===== src/rtl/full_feeder_if.sv =====
// Host, stream and status signals between full_feeder and its surroundings.
// master is the feeder's view; slave is the host / `full` side.
interface full_feeder_if #(
  parameter int DATA_W    = 32,
  parameter int DEPTH     = 16,
  parameter int OUT_DEPTH = 4
);
  localparam int AW = $clog2((DEPTH > OUT_DEPTH) ? DEPTH : OUT_DEPTH);

  logic              load_wr;
  logic              load_sel;
  logic [AW-1:0]     load_addr;
  logic [DATA_W-1:0] load_data;
  logic              start;
  logic [7:0]        num_frames;

  logic [DATA_W-1:0] st_data;
  logic              st_data_fst;
  logic              st_data_vld;
  logic              st_data_rdy;

  logic [DATA_W-1:0] expected;
  logic              expected_fst;
  logic              expected_vld;
  logic              expected_rdy;

  logic [DATA_W-1:0] st_data_out;
  logic              st_data_out_fst;
  logic              st_data_out_vld;
  logic              st_data_out_rdy;

  logic              busy;
  logic              done;
  logic              fst_err;
  logic [7:0]        out_frames;

  modport master (
    input  load_wr, load_sel, load_addr, load_data, start, num_frames,
    input  st_data_rdy, expected_rdy,
    input  st_data_out, st_data_out_fst, st_data_out_vld,
    output st_data, st_data_fst, st_data_vld,
    output expected, expected_fst, expected_vld,
    output st_data_out_rdy, busy, done, fst_err, out_frames
  );

  modport slave (
    output load_wr, load_sel, load_addr, load_data, start, num_frames,
    output st_data_rdy, expected_rdy,
    output st_data_out, st_data_out_fst, st_data_out_vld,
    input  st_data, st_data_fst, st_data_vld,
    input  expected, expected_fst, expected_vld,
    input  st_data_out_rdy, busy, done, fst_err, out_frames
  );
endinterface


===== src/rtl/full_feeder.sv =====
// Stimulus/result engine for `full`: replays loaded input and expected buffers
// as framed vld/rdy streams and checks framing of the returning result stream.
module full_feeder_src #(
  parameter int DATA_W = 32,
  parameter int N      = 16
) (
  input  logic              clk,
  input  logic              reset,
  input  logic              go,
  input  logic              run,
  input  logic [7:0]        nf,
  input  logic [DATA_W-1:0] mem [N],
  input  logic              rdy,
  output logic [DATA_W-1:0] dat,
  output logic              fst,
  output logic              vld
);
  localparam int IW = $clog2(N);

  logic [IW-1:0] idx;
  logic [IW-1:0] idx_nxt;
  logic [7:0]    frm;
  logic          wrap;
  logic          last;

  assign wrap    = (idx == IW'(N - 1));
  assign last    = wrap && (frm == nf - 8'd1);
  assign idx_nxt = wrap ? '0 : idx + 1'b1;

  // Output register always presents mem[idx]; it only moves on a transfer.
  always_ff @(posedge clk) begin
    if (reset) begin
      idx <= '0;
      frm <= '0;
      dat <= '0;
      fst <= 1'b0;
      vld <= 1'b0;
    end else if (go) begin
      idx <= '0;
      frm <= '0;
      dat <= mem[0];
      fst <= 1'b1;
      vld <= 1'b1;
    end else if (!run) begin
      vld <= 1'b0;
    end else if (vld && rdy) begin
      if (last) begin
        vld <= 1'b0;
      end else begin
        idx <= idx_nxt;
        dat <= mem[idx_nxt];
        fst <= (idx_nxt == '0);
        if (wrap) frm <= frm + 8'd1;
      end
    end
  end
endmodule

module full_feeder #(
  parameter int DATA_W    = 32,
  parameter int DEPTH     = 16,
  parameter int OUT_DEPTH = 4
) (
  input  logic          clk,
  input  logic          reset,
  full_feeder_if.master bus
);
  localparam int IAW = $clog2(DEPTH);
  localparam int EAW = $clog2(OUT_DEPTH);

  typedef enum logic [1:0] {IDLE, RUN, FLUSH} state_t;

  state_t            state;
  state_t            state_nxt;
  logic [7:0]        nf;
  logic [EAW-1:0]    o_idx;
  logic [7:0]        frm_cnt;
  logic              err_flag;
  logic [DATA_W-1:0] ibuf [DEPTH];
  logic [DATA_W-1:0] ebuf [OUT_DEPTH];
  logic              idle_start;
  logic              go;
  logic              accept;
  logic              o_wrap;
  logic              last_out;
  logic              sink_rdy;
  logic              unused_data;

  // Result data is passed through unchecked; only framing matters here.
  assign unused_data = ^bus.st_data_out;

  assign idle_start = (state == IDLE) && bus.start;
  assign go         = idle_start && (bus.num_frames != 8'd0);
  assign accept     = sink_rdy && bus.st_data_out_vld;
  assign o_wrap     = (o_idx == EAW'(OUT_DEPTH - 1));
  assign last_out   = o_wrap && (frm_cnt == nf - 8'd1);

  always_comb begin
    state_nxt = state;
    sink_rdy  = 1'b0;
    bus.busy  = 1'b0;
    bus.done  = 1'b0;
    case (state)
      IDLE: begin
        if (bus.start) state_nxt = (bus.num_frames == 8'd0) ? FLUSH : RUN;
      end
      RUN: begin
        sink_rdy = 1'b1;
        bus.busy = 1'b1;
        if (accept && last_out) state_nxt = FLUSH;
      end
      FLUSH: begin
        bus.busy  = 1'b1;
        bus.done  = 1'b1;
        state_nxt = IDLE;
      end
      default: state_nxt = IDLE;
    endcase
  end

  always_ff @(posedge clk) begin
    if (reset) begin
      state    <= IDLE;
      nf       <= '0;
      o_idx    <= '0;
      frm_cnt  <= '0;
      err_flag <= 1'b0;
    end else begin
      state <= state_nxt;
      if (idle_start) begin
        nf       <= bus.num_frames;
        o_idx    <= '0;
        frm_cnt  <= '0;
        err_flag <= 1'b0;
      end else if (accept) begin
        o_idx <= o_wrap ? '0 : o_idx + 1'b1;
        if (o_wrap) frm_cnt <= frm_cnt + 8'd1;
        // No resync on a framing error: the index keeps counting blindly.
        if (bus.st_data_out_fst != (o_idx == '0)) err_flag <= 1'b1;
      end
    end
  end

  // Buffers survive reset so a run can be replayed after an abort.
  always_ff @(posedge clk) begin
    if (bus.load_wr && (state == IDLE)) begin
      if (!bus.load_sel && (int'(bus.load_addr) < DEPTH))
        ibuf[bus.load_addr[IAW-1:0]] <= bus.load_data;
      if (bus.load_sel && (int'(bus.load_addr) < OUT_DEPTH))
        ebuf[bus.load_addr[EAW-1:0]] <= bus.load_data;
    end
  end

  assign bus.st_data_out_rdy = sink_rdy;
  assign bus.fst_err         = err_flag;
  assign bus.out_frames      = frm_cnt;

  full_feeder_src #(.DATA_W(DATA_W), .N(DEPTH)) u_in_src (
    .clk   (clk),
    .reset (reset),
    .go    (go),
    .run   (state_nxt == RUN),
    .nf    (nf),
    .mem   (ibuf),
    .rdy   (bus.st_data_rdy),
    .dat   (bus.st_data),
    .fst   (bus.st_data_fst),
    .vld   (bus.st_data_vld)
  );

  full_feeder_src #(.DATA_W(DATA_W), .N(OUT_DEPTH)) u_exp_src (
    .clk   (clk),
    .reset (reset),
    .go    (go),
    .run   (state_nxt == RUN),
    .nf    (nf),
    .mem   (ebuf),
    .rdy   (bus.expected_rdy),
    .dat   (bus.expected),
    .fst   (bus.expected_fst),
    .vld   (bus.expected_vld)
  );
endmodule


===== src/flat_wrapper.sv =====
// flat-port wrapper written by rule: the top's interface ports become plain ports
module full_feeder_flat 
#(
  parameter int DATA_W    = 32,
  parameter int DEPTH     = 16,
  parameter int OUT_DEPTH = 4
)
  (clk, reset, bus_load_wr, bus_load_sel, bus_load_addr, bus_load_data, bus_start, bus_num_frames, bus_st_data_rdy, bus_expected_rdy, bus_st_data_out, bus_st_data_out_fst, bus_st_data_out_vld, bus_st_data, bus_st_data_fst, bus_st_data_vld, bus_expected, bus_expected_fst, bus_expected_vld, bus_st_data_out_rdy, bus_busy, bus_done, bus_fst_err, bus_out_frames);
  full_feeder_if #(.DATA_W(DATA_W), .DEPTH(DEPTH), .OUT_DEPTH(OUT_DEPTH)) bus_i ();
  input  logic clk;
  input  logic reset;
  input wire logic [$bits(bus_i.load_wr)-1:0] bus_load_wr;
  input wire logic [$bits(bus_i.load_sel)-1:0] bus_load_sel;
  input wire logic [$bits(bus_i.load_addr)-1:0] bus_load_addr;
  input wire logic [$bits(bus_i.load_data)-1:0] bus_load_data;
  input wire logic [$bits(bus_i.start)-1:0] bus_start;
  input wire logic [$bits(bus_i.num_frames)-1:0] bus_num_frames;
  input wire logic [$bits(bus_i.st_data_rdy)-1:0] bus_st_data_rdy;
  input wire logic [$bits(bus_i.expected_rdy)-1:0] bus_expected_rdy;
  input wire logic [$bits(bus_i.st_data_out)-1:0] bus_st_data_out;
  input wire logic [$bits(bus_i.st_data_out_fst)-1:0] bus_st_data_out_fst;
  input wire logic [$bits(bus_i.st_data_out_vld)-1:0] bus_st_data_out_vld;
  output wire logic [$bits(bus_i.st_data)-1:0] bus_st_data;
  output wire logic [$bits(bus_i.st_data_fst)-1:0] bus_st_data_fst;
  output wire logic [$bits(bus_i.st_data_vld)-1:0] bus_st_data_vld;
  output wire logic [$bits(bus_i.expected)-1:0] bus_expected;
  output wire logic [$bits(bus_i.expected_fst)-1:0] bus_expected_fst;
  output wire logic [$bits(bus_i.expected_vld)-1:0] bus_expected_vld;
  output wire logic [$bits(bus_i.st_data_out_rdy)-1:0] bus_st_data_out_rdy;
  output wire logic [$bits(bus_i.busy)-1:0] bus_busy;
  output wire logic [$bits(bus_i.done)-1:0] bus_done;
  output wire logic [$bits(bus_i.fst_err)-1:0] bus_fst_err;
  output wire logic [$bits(bus_i.out_frames)-1:0] bus_out_frames;
  assign bus_i.load_wr = bus_load_wr;
  assign bus_i.load_sel = bus_load_sel;
  assign bus_i.load_addr = bus_load_addr;
  assign bus_i.load_data = bus_load_data;
  assign bus_i.start = bus_start;
  assign bus_i.num_frames = bus_num_frames;
  assign bus_i.st_data_rdy = bus_st_data_rdy;
  assign bus_i.expected_rdy = bus_expected_rdy;
  assign bus_i.st_data_out = bus_st_data_out;
  assign bus_i.st_data_out_fst = bus_st_data_out_fst;
  assign bus_i.st_data_out_vld = bus_st_data_out_vld;
  assign bus_st_data = bus_i.st_data;
  assign bus_st_data_fst = bus_i.st_data_fst;
  assign bus_st_data_vld = bus_i.st_data_vld;
  assign bus_expected = bus_i.expected;
  assign bus_expected_fst = bus_i.expected_fst;
  assign bus_expected_vld = bus_i.expected_vld;
  assign bus_st_data_out_rdy = bus_i.st_data_out_rdy;
  assign bus_busy = bus_i.busy;
  assign bus_done = bus_i.done;
  assign bus_fst_err = bus_i.fst_err;
  assign bus_out_frames = bus_i.out_frames;
  full_feeder #(.DATA_W(DATA_W), .DEPTH(DEPTH), .OUT_DEPTH(OUT_DEPTH)) u_core (.clk(clk), .reset(reset), .bus(bus_i));
endmodule

===== config.mk =====
export PLATFORM = sky130hd
export DESIGN_NAME = full_feeder_flat
export DESIGN_NICKNAME = d
export VERILOG_FILES = /design/src/rtl/full_feeder_if.sv /design/src/rtl/full_feeder.sv /design/src/flat_wrapper.sv
export SDC_FILE = /design/constraint.sdc
export NUM_CORES = 1
export LEC_CHECK = 0
export CAP_MARGIN = 25
export CORE_UTILIZATION = 50
export CTS_BUF_LIST = sky130_fd_sc_hd__clkbuf_4
export DETAILED_ROUTE_END_ITERATION = 10
export PLACE_DENSITY = 0.73
export SLEW_MARGIN = 10
export SYNTH_ARGS = -nofsm -noshare
export SYNTH_HDL_FRONTEND = slang
export SYNTH_HIERARCHICAL = 1
export SYNTH_SLANG_ARGS = --single-unit

===== constraint.sdc =====
create_clock -name clk -period 3.8 [get_ports clk]
set_input_delay 0.57 -clock clk [delete_from_list [all_inputs] [get_ports clk]]
set_output_delay 0.57 -clock clk [all_outputs]
set_load 0.01 [all_outputs]

# Word level (Yosys, flattened, before mapping)
# Cells that the tools add are included.
# op_classes
n_bitwise	7
add_sub_neg	7
reduce_logical	37
n_eq_ne	16
n_mux	46
magnitude_cmp	7
# ops
op	count
bitwise mux 512 bit	1
2-to-1 mux 32 bit	14
binary-select mux 32 bit (select 4 bit)	1
bitwise mux 128 bit	1
demux 32 bit (select 4 bit)	1
binary-select mux 32 bit (select 2 bit)	1
demux 32 bit (select 2 bit)	1
adder 8 x 1 -> 8 bit (second input constant)	3
== test 8 bit	3
2-to-1 mux 1 bit	19
logical AND 1 bit	13
!= test 3 x 1 -> 1 bit (second input constant)	4
AND reduction 2 bit	6
AND reduction 3 bit	4
greater-or-equal comparator 5 bit (second input constant)	2
2-to-1 mux 2 bit	5
NOT 4 -> 5 bit	2
zero test 8 bit	1
AND reduction 4 bit	2
nonzero test 8 bit	1
subtractor 8 x 1 -> 8 bit (second input constant)	1
== test 2 bit (second input constant)	3
greater-or-equal comparator 3 bit (second input constant)	2
zero test 2 bit	3
16 further kinds	26
# totals
register_bits	751
word_cells	155
output_inout_bits	80
input_bits	85

# Depth between registers and ports, before layout
# Gate-level depths: netlist of run 1.
# depth
ltp_word	10
depth_mapped	14
mapped_depth_nobuf	12

# By module
# Netlist of run 1, hierarchy kept.
# modules_own_cells
module	seq_area_each_um2	cells_per_inst	instances	area_each_um2
full_feeder	19638.8	815	1	20556.0
full_feeder_src at u_core.u_in_src	920.9	998	1	6845.3
full_feeder_src at u_core.u_exp_src	880.8	393	1	2945.3

# Worst setup path before layout of run 1
# Ideal clock, no wire load.
# synth_timing
kind	flip-flop to flip-flop
startpoint	register u_core.state[0]
endpoint	register u_core/ibuf[224] in the netlist's numbering (enable)
synth_period_minus_slack_ps	3677
path_buffers	0
arrival_ps	3216
stages_incl_launch_ff	7
setup_ps	461
required_ps	3339
slack_ps	123
cell_sequence	dfxtp_1 inv_1 ha_1 nand2_1 nor2_1 nand3b_1 nor3_1
# synth_between
elab_chain_len	3
# synth_lines
element	line_no	source
from (decl)	full_feeder.sv:73	state_t state;
from (signal assigned)	full_feeder.sv:129	state <= state_nxt;
zero test 2 bit	full_feeder.sv:146	if (bus.load_wr && (state == IDLE)) begin
logical AND 1 bit	full_feeder.sv:146	
AND reduction 2 bit (no source line)	n/a	
to (signal, indexed assignment)	full_feeder.sv:148	ibuf[bus.load_addr[IAW-1:0]] <= bus.load_data;
to (decl)	full_feeder.sv:79	logic [DATA_W-1:0] ibuf [DEPTH];
# No other way between the ends.
# A chain may end at the register's enable or synchronous reset.

# Worst setup path after layout of run 1
# layout_timing
startpoint	register u_core.nf[1]
endpoint	register u_core.u_exp_src.frm[5]
# layout_between
elab_chain_len	8
elab_cells_between_ends	11
cone_classes	1 x add/sub; 3 x eq/ne; 2 x mux; 1 x bitwise; 4 x reduce/logical
# layout_lines
element	line_no	source
from (decl)	full_feeder.sv:75	logic [7:0] nf;
from (signal assigned)	full_feeder.sv:131	nf <= bus.num_frames;
subtractor 8 x 1 -> 8 bit *	full_feeder.sv:27, full_feeder.sv:96	
== test 8 bit	full_feeder.sv:96	assign last_out = o_wrap && (frm_cnt == nf - 8'd1);
logical AND 1 bit	full_feeder.sv:96	
logical AND 1 bit	full_feeder.sv:110	if (accept && last_out) state_nxt = FLUSH;
2-to-1 mux 2 bit	full_feeder.sv:110	
one-hot mux 2 bit (2 select lines)	full_feeder.sv:103	case (state)
== test 2 x 1 -> 1 bit	full_feeder.sv:175	.run (state_nxt == RUN),
AND reduction 4 bit (no source line) *	n/a	
to (signal assigned)	full_feeder.sv:53	if (wrap) frm <= frm + 8'd1;
to (decl)	full_feeder.sv:22	logic [7:0] frm;
# Mark *: on every way between the ends. The rest lies on a longest branch, timed or not.

==> results of run 1 <==
-- routing by layer --
layer	global-route usage [%]	wire, um	up-vias
met1	32.0	30500	10100
li1	-	-	9102
met3	6.42	6900	194
met2	41.8	38300	1015
met4	10.8	2580	6
met5	0	38	-
-- stage by stage --
step | util, % | worst slack [ns]
after floorplan | - | 0.123
after global placement | 55.2 | 0.179
after detailed placement | 55.2 | 0.0681
after CTS | 59.3 | 0.375
after global routing | 59.3 | 0.196
final | 59.3 | 0.313
-- cell type report --
class / count / area [um2] / share of cell area [%]
sequential: 751 / 21400 / 60.8
multi-input combinational: 1247 / 8310 / 23.5
clock buffer: 292 / 2190 / 6.21
timing repair buffer: 193 / 1890 / 5.35
tap: 773 / 967 / 2.74
clock inverter: 48 / 293 / 0.830
inverter: 52 / 195 / 0.553
antenna: 1 / 2.50 / 0.00709
-- Yosys cell counts, drive strengths merged (10+ instances only) --
cell	instances
edfxtp	640
nand2	189
clkbuf	132
mux2i	129
nor2	116
dfxtp	111
a21oi	103
o21ai	98
a31oi	97
nor3	77
a221oi	62
inv	52
nand3	48
o22a	32
o21bai	31
or4b	31
a22oi	30
o221ai	30
buf	24
xnor2	23
xor2	21
ha	13
and3	10
-- worst paths after layout --
path / startpoint / end / slack (ns) / cells after the start
worst max register to register: u_core/nf[1] / u_core/u_exp_src/frm[5] / 0.31 / 12
worst max-delay path: u_core/nf[1] / u_core/u_exp_src/frm[5] / 0.31 / 12
worst min-delay path: bus_num_frames[4] / u_core/nf[4] / 0.16 / 3
worst min register to register: u_core/u_exp_src/fst / u_core/u_exp_src/fst / 0.46 / 2
-- state kept, by name, summed over array words and instances (netlist names) --
register and flops:
u_core/bus.out_frames 8, u_core/u_in_src/frm 8, u_core/u_exp_src/dat 32, u_core/u_exp_src/idx 2, u_core/u_in_src/vld 1, u_core/ibuf 512
u_core/u_exp_src/frm 8, u_core/u_in_src/dat 32, u_core/u_in_src/idx 4, u_core/nf 8, u_core/o_idx 2, u_core/ebuf 128
u_core/u_in_src/fst 1, u_core/bus.fst_err 1, u_core/u_exp_src/vld 1, u_core/u_exp_src/fst 1, u_core/state 2
-- cells by family (layout without fill, tap and decap cells) --
logic type	after synthesis	after routing	synth area share [%]
DFF	751	751	70.7
other	0	1	0
adders and majority gates	13	13	0.536
AOI/OAI and AO/OA	534	534	11.9
and+or+nand+nor	524	524	8.51
muxes	132	132	4.40
xor gates and xnor gates	44	44	1.27
buffers and inverters	208	585	2.70
-- worst max-delay path, cell delays in order, from the launching register on --
cell and delay, ns:
dfxtp_1 0.35, inv_1 0.07, ha_1 0.23, nand2b_1 0.18, a21oi_1 0.18, a311o_1 0.15
a211oi_2 0.09, a211oi_1 0.70, and3_1 0.37, nand2b_4 0.09, o21a_4 0.26, or4_1 0.53
a21oi_1 0.17
-- power by group through the flow --
stage | clock, mW | combinational, mW | sequential (mW)
final | 6.88 | 1.18 | 9.12
after floorplan | 0 | 0.596 | 9.32
after global routing | 7.41 | 1.26 | 9.13
after CTS | 7.01 | 1.17 | 9.13
after global placement | 0 | 1.13 | 9.30
after detailed placement | 0 | 1.17 | 9.30
==> summary.md, run 1 <==
| Metric | Value |
|---|---|
| Setup TNS | 0 ns |
| Most used DFF post-synth | edfxtp_1 |
| H-tree levels | 4 |
| Seq cells post-synth | roughly 750 |
| Initial Util | 51.0% |
| IO buf count | approximately 130 |
| Seq pwr share | a little over half |
| Worst-path clk slew | 0.06 ns |
| Cell taking the most area after synthesis | edfxtp_1 |
| Per-cell routed wire length | 23.3 um |
| Final Hold Vio Count | 0 |
| Worst-path fanout max | 18 |
| CP Launch Type | flop |
| Fin cells | 3357 |
| Post-CTS Resized | 0 |
| Sw Ratio | 22.9% |
| Hold_ws | 0.165 ns |
| DP Cell Count | 3016 |
| Sink Count | 751 |
| Worst slew margin | 40.0% |
| Internal Power | 13.3 mW |
| Overall routing resource usage | 25.4% |
| Global route overflow | 0 |
| Hold Crit Class | input port to flop |
| Data arrival, critical path | 4.40 ns |
| Post-Synthesis Cell Area | between 0.03 and 0.04 mm2 |
| I/O pins | 165 |
| RSZ-0062 raised after global routing | no |
| Die Y | 248 um |
| CTS Hold Buffers Added | 0 |
| Power Dens Cells | 487 mW/mm2 |
| Status | complete, no violations |
| Setup Crit Path Kind | flop to flop |
| Period utilization | 91.8% |
| Initial drt markers | 2034 |
| Share of layout cells above drive strength 1 | 16.5% |
| Clk pwr share | 40.0% |
| First-pass GRT wire length | 117000 um |
| CTS tree | built |
| Net Count, Synth | 2304 |
| Leakage | 11.6 nW |
| Core ar. | 0.0595 mm2 |
| Syn Inst Count | 2206 |
| Via density | ~6 |
| Root Driver | clkbuf_4 |
| Most frequent cells in the layout | 640 x edfxtp_1, 292 x clkbuf_4, 189 x nand2_1 |
| Asr flop ratio synth | 0% |
| Design area | 0.0353 mm2 |
| Vias in the first global route | ~20000 |
| GP Congestion | 0.803 |
| Antenna violations before repair | 4 |
| Commonest non-fill, non-tap cell in the layout | edfxtp_1 |
| Skew final | 0.0807 ns |
| Die width | 248 um |
| Combinational fraction of design power | between 6 and 7% |
| Total number of vias | 20500 |
| Total power | 17.2 mW |
| Setup Fix Bufs, Post-CTS | 0 |
| Area growth from synthesis to layout | 16.3% |
| Post-synthesis sequential area ratio | 70.7% |
| Worst-Skew Late Latency | roughly 1.0 ns |
| YS warnings | 6 |
| DR DRC count | 0 |
| Yosys cell types | 77 |
| Worst-Margin Slew | roughly 0.9 ns |
| VDD IR max | 0.000315 V |
| Max Root-Sink Buffers | 3 |
| Yosys top cell area share | 63.3% |
| Final HPWL DP | 42200 um |
| Post-route ant nets | 0 |
| Max-cap violations | 0 |
| DIE AREA | approximately 0.06 mm2 |
| Wirelength, routed | 78300 um |
| Post-synth EDFFs | 640 |
| Largest net degree at the start of global routing | 140 |
| Max Freq | 287 MHz |
| Placed inst area | 0.0328 mm2 |
| Synth top area cells | edfxtp_1 63%, dfxtp_1 7.3%, mux2i_1 4.3% |
| Final min period | 3.49 ns |
| Syn Area/Cell | 13.8 um2 |
| Fin. max-slew vios | 0 |
| Filler cells | between 4000 and 5000 |
| Crit path required time | 4.72 ns |
| NetSw | between 3 and 4 mW |
| Type of destination of the critical path | flop |
| CTS Buf Count | 183 |
| 1st-pass router iterations | 5 |
| Row count | 89 |
| # nets final | 2526 |
| Finish-stage setup viols | 0 |
No activity file was read; power rests on OpenSTA's default activity.
==> run 2, diff against run 1 <==
Settings changed: SLEW_MARGIN 10 to 40.
==> summary.md, run 2 (synthesized netlist as in run 1, its figures left out) <==
| Metric | Value |
|---|---|
| Status | complete, no violations (unchanged) |
| Root Driver | clkbuf_4 (unchanged) |
| Via density | 6.09 (was 6.10) |
| Share of layout cells above drive strength 1 | 16.6% (was 16.5%) |
| Hold Crit Class | input port to flop (unchanged) |
| Post-route ant nets | 0 (unchanged) |
| CTS Buf Count | 183 (unchanged) |
| CTS tree | built (unchanged) |
| Finish-stage setup viols | 0 (unchanged) |
| Global route overflow | 0 (unchanged) |
| Type of destination of the critical path | flop (unchanged) |
| Core ar. | 0.0595 mm2 (unchanged) |
| Clk pwr share | 40.0% (about the same) |
| First-pass GRT wire length | 117000 um (unchanged) |
| Sw Ratio | 22.9% (about the same) |
| Sink Count | 751 (unchanged) |
| Wirelength, routed | 78300 um (about the same) |
| DR DRC count | 0 (unchanged) |
| Crit path required time | 4.71 ns (was 4.72 ns) |
| # nets final | 2533 (was 2526) |
| Crit-path max cell delay | 0.71 ns (was 0.70 ns) |
| Worst-path clk slew | 0.06 ns (about the same) |
| Fin cells | 3365 (was 3357) |
| Die Y | 248 um (unchanged) |
| Power Dens Cells | 486 mW/mm2 (was 487 mW/mm2) |
| Buf+Inv Stages, Crit Path | 1 (unchanged) |
| Row count | 89 (unchanged) |
| Initial drt markers | 1867 (was 2034) |
| Final HPWL DP | 42200 um (unchanged) |
| H-tree levels | 4 (unchanged) |
| VDD IR max | 0.000312 V (was 0.000315 V) |
| Worst path slowest cell | a211oi_1 (unchanged) |
| Vias in the first global route | 20300 (unchanged) |
| Internal Power | 13.3 mW (about the same) |
| Most frequent cells in the layout | 640 x edfxtp_1, 292 x clkbuf_4, 189 x nand2_1 (unchanged) |
| DP Cell Count | 3016 (unchanged) |
| Max-cap violations | 0 (unchanged) |
| Seq pwr share | 53.1% (about the same) |
| Leakage | 11.7 nW (was 11.6 nW) |
| Antenna violations before repair | 4 (unchanged) |
| Critical path depth in cells | 12 (unchanged) |
| Critical Path, Cell by Cell | inv_1 -> ha_1 -> nand2b_1 -> a21oi_1 -> a311o_1 -> a211oi_2 -> a211oi_1 -> and3_1 -> nand2b_4 -> o21a_4 -> or4_1 -> a21oi_1 (unchanged) |
| Worst slew margin | 44.2% (was 40.0%) |
| Cells on worst reg2reg path | 12 (unchanged) |
| Worst setup path start | u_core/nf[1] (unchanged) |
| 1st-pass router iterations | 6 (was 5) |
| Data arrival, critical path | 4.39 ns (was 4.40 ns) |
| RSZ-0062 raised after global routing | no (unchanged) |
| Crit-path leading delay family | compound AO/OA/AOI/OAI gates (unchanged) |
| Setup Crit Path Kind | flop to flop (unchanged) |
| Largest net degree at the start of global routing | 140 (unchanged) |
| CP Launch Type | flop (unchanged) |
| Fin. max-slew vios | 0 (unchanged) |
| NetSw | 3.94 mW (was 3.93 mW) |
| Max Root-Sink Buffers | 3 (unchanged) |
| Combinational fraction of design power | 6.9% (about the same) |
| Total number of vias | 20500 (about the same) |
| Per-cell routed wire length | 23.3 um (about the same) |
| Worst-path fanout max | 18 (unchanged) |
| Min-delay src | bus_num_frames[4] (unchanged) |
| Reg2Reg Launch Point | u_core/nf[1] (unchanged) |
| Period utilization | 91.6% (was 91.8%) |
| Skew final | 0.0832 ns (was 0.0807 ns) |
| Initial Util | 51.0% (unchanged) |
| Max reg flops | 512 (unchanged) |
| Final min period | 3.48 ns (was 3.49 ns) |
| CTS Hold Buffers Added | 0 (unchanged) |
| Setup TNS | 0 ns (unchanged) |
| GP Congestion | 0.803 (unchanged) |
| Worst-Margin Slew | 0.834 ns (was 0.897 ns) |
| Overall routing resource usage | 25.4% (unchanged) |
| Hold Path Depth | 3 (unchanged) |
| Commonest non-fill, non-tap cell in the layout | edfxtp_1 (unchanged) |
| IO buf count | 132 (unchanged) |
| I/O pins | 165 (unchanged) |
| Final Hold Vio Count | 0 (unchanged) |
| Area growth from synthesis to layout | 16.5% (was 16.3%) |
| Die width | 248 um (unchanged) |
| DIE AREA | 0.0617 mm2 (unchanged) |
| Worst-Skew Late Latency | 1.02 ns (was 1.03 ns) |
| Post-CTS Resized | 0 (unchanged) |
| Setup Fix Bufs, Post-CTS | 0 (unchanged) |
| Critical Path Most Common Cell | a21oi_1 (unchanged) |
| Max Freq | 287 MHz (about the same) |
run 2: cell types whose count changed in the layout (fill, tap and decap cells not counted), sizes merged:
cell,previous run,this run
buf,62,68
diode,1,2
dlygate4sd3,0,6
clkdlybuf4s50,131,126
run 2: layout make-up:
class,instances,area [um2]
Multi-Input combinational cell,1247,8310
Inverter,52,195
Clock inverter,48,293
Clock buffer,292,2190
Sequential cell,751,21400
Fill cell,4562,24100
Tap cell,773,967
Antenna cell,2,5.00
Timing Repair Buffer,200,1940
run 2: power groups by stage:
stage                     Sequential, mW  Clock, mW  Combinational [mW]
after floorplan                     9.32          0               0.596
after global placement              9.30          0                1.13
after detailed placement            9.30          0                1.17
after CTS                           9.13       7.01                1.17
after global routing                9.13       7.41                1.27
final                               9.12       6.88                1.18
run 2: worst register-to-register path, stage by stage, from the launching register on:
cell and delay, ns:
dfxtp_1 0.35, inv_1 0.07, ha_1 0.24, nand2b_1 0.18, a21oi_1 0.18, a311o_1 0.15, a211oi_2 0.09, a211oi_1 0.71
and3_1 0.37, nand2b_4 0.09, o21a_4 0.26, or4_1 0.52, a21oi_1 0.17
run 2: final timing paths:
path / to / slack, ns
worst min register to register: u_core/u_exp_src/fst / 0.46
worst min-delay path: u_core/nf[4] / 0.17
worst max register to register: u_core/u_exp_src/frm[5] / 0.32
worst max-delay path: u_core/u_exp_src/frm[5] / 0.32
run 2: stage by stage:
step / power (mW) / util [%] / hold WS, ns / setup WS (ns) / cell area (um2)
floorplan: 9.91 / - / 0.440 / 0.123 / 30300
global placement: 10.4 / 55.2 / 0.447 / 0.179 / 32800
detailed placement: 10.5 / 55.2 / 0.460 / 0.0681 / 32800
CTS: 17.3 / 59.3 / 0.0671 / 0.375 / 35300
global route: 17.8 / 59.4 / 0.111 / 0.196 / 35300
finish: 17.2 / 59.4 / 0.172 / 0.320 / 35300
run 2: routing by layer:
layer | track usage [%] | wire length (um)
met1 | 32.0 | 30400
met2 | 41.8 | 38500
met4 | 10.8 | 2560
met3 | 6.42 | 6800
met5 | 0 | 45
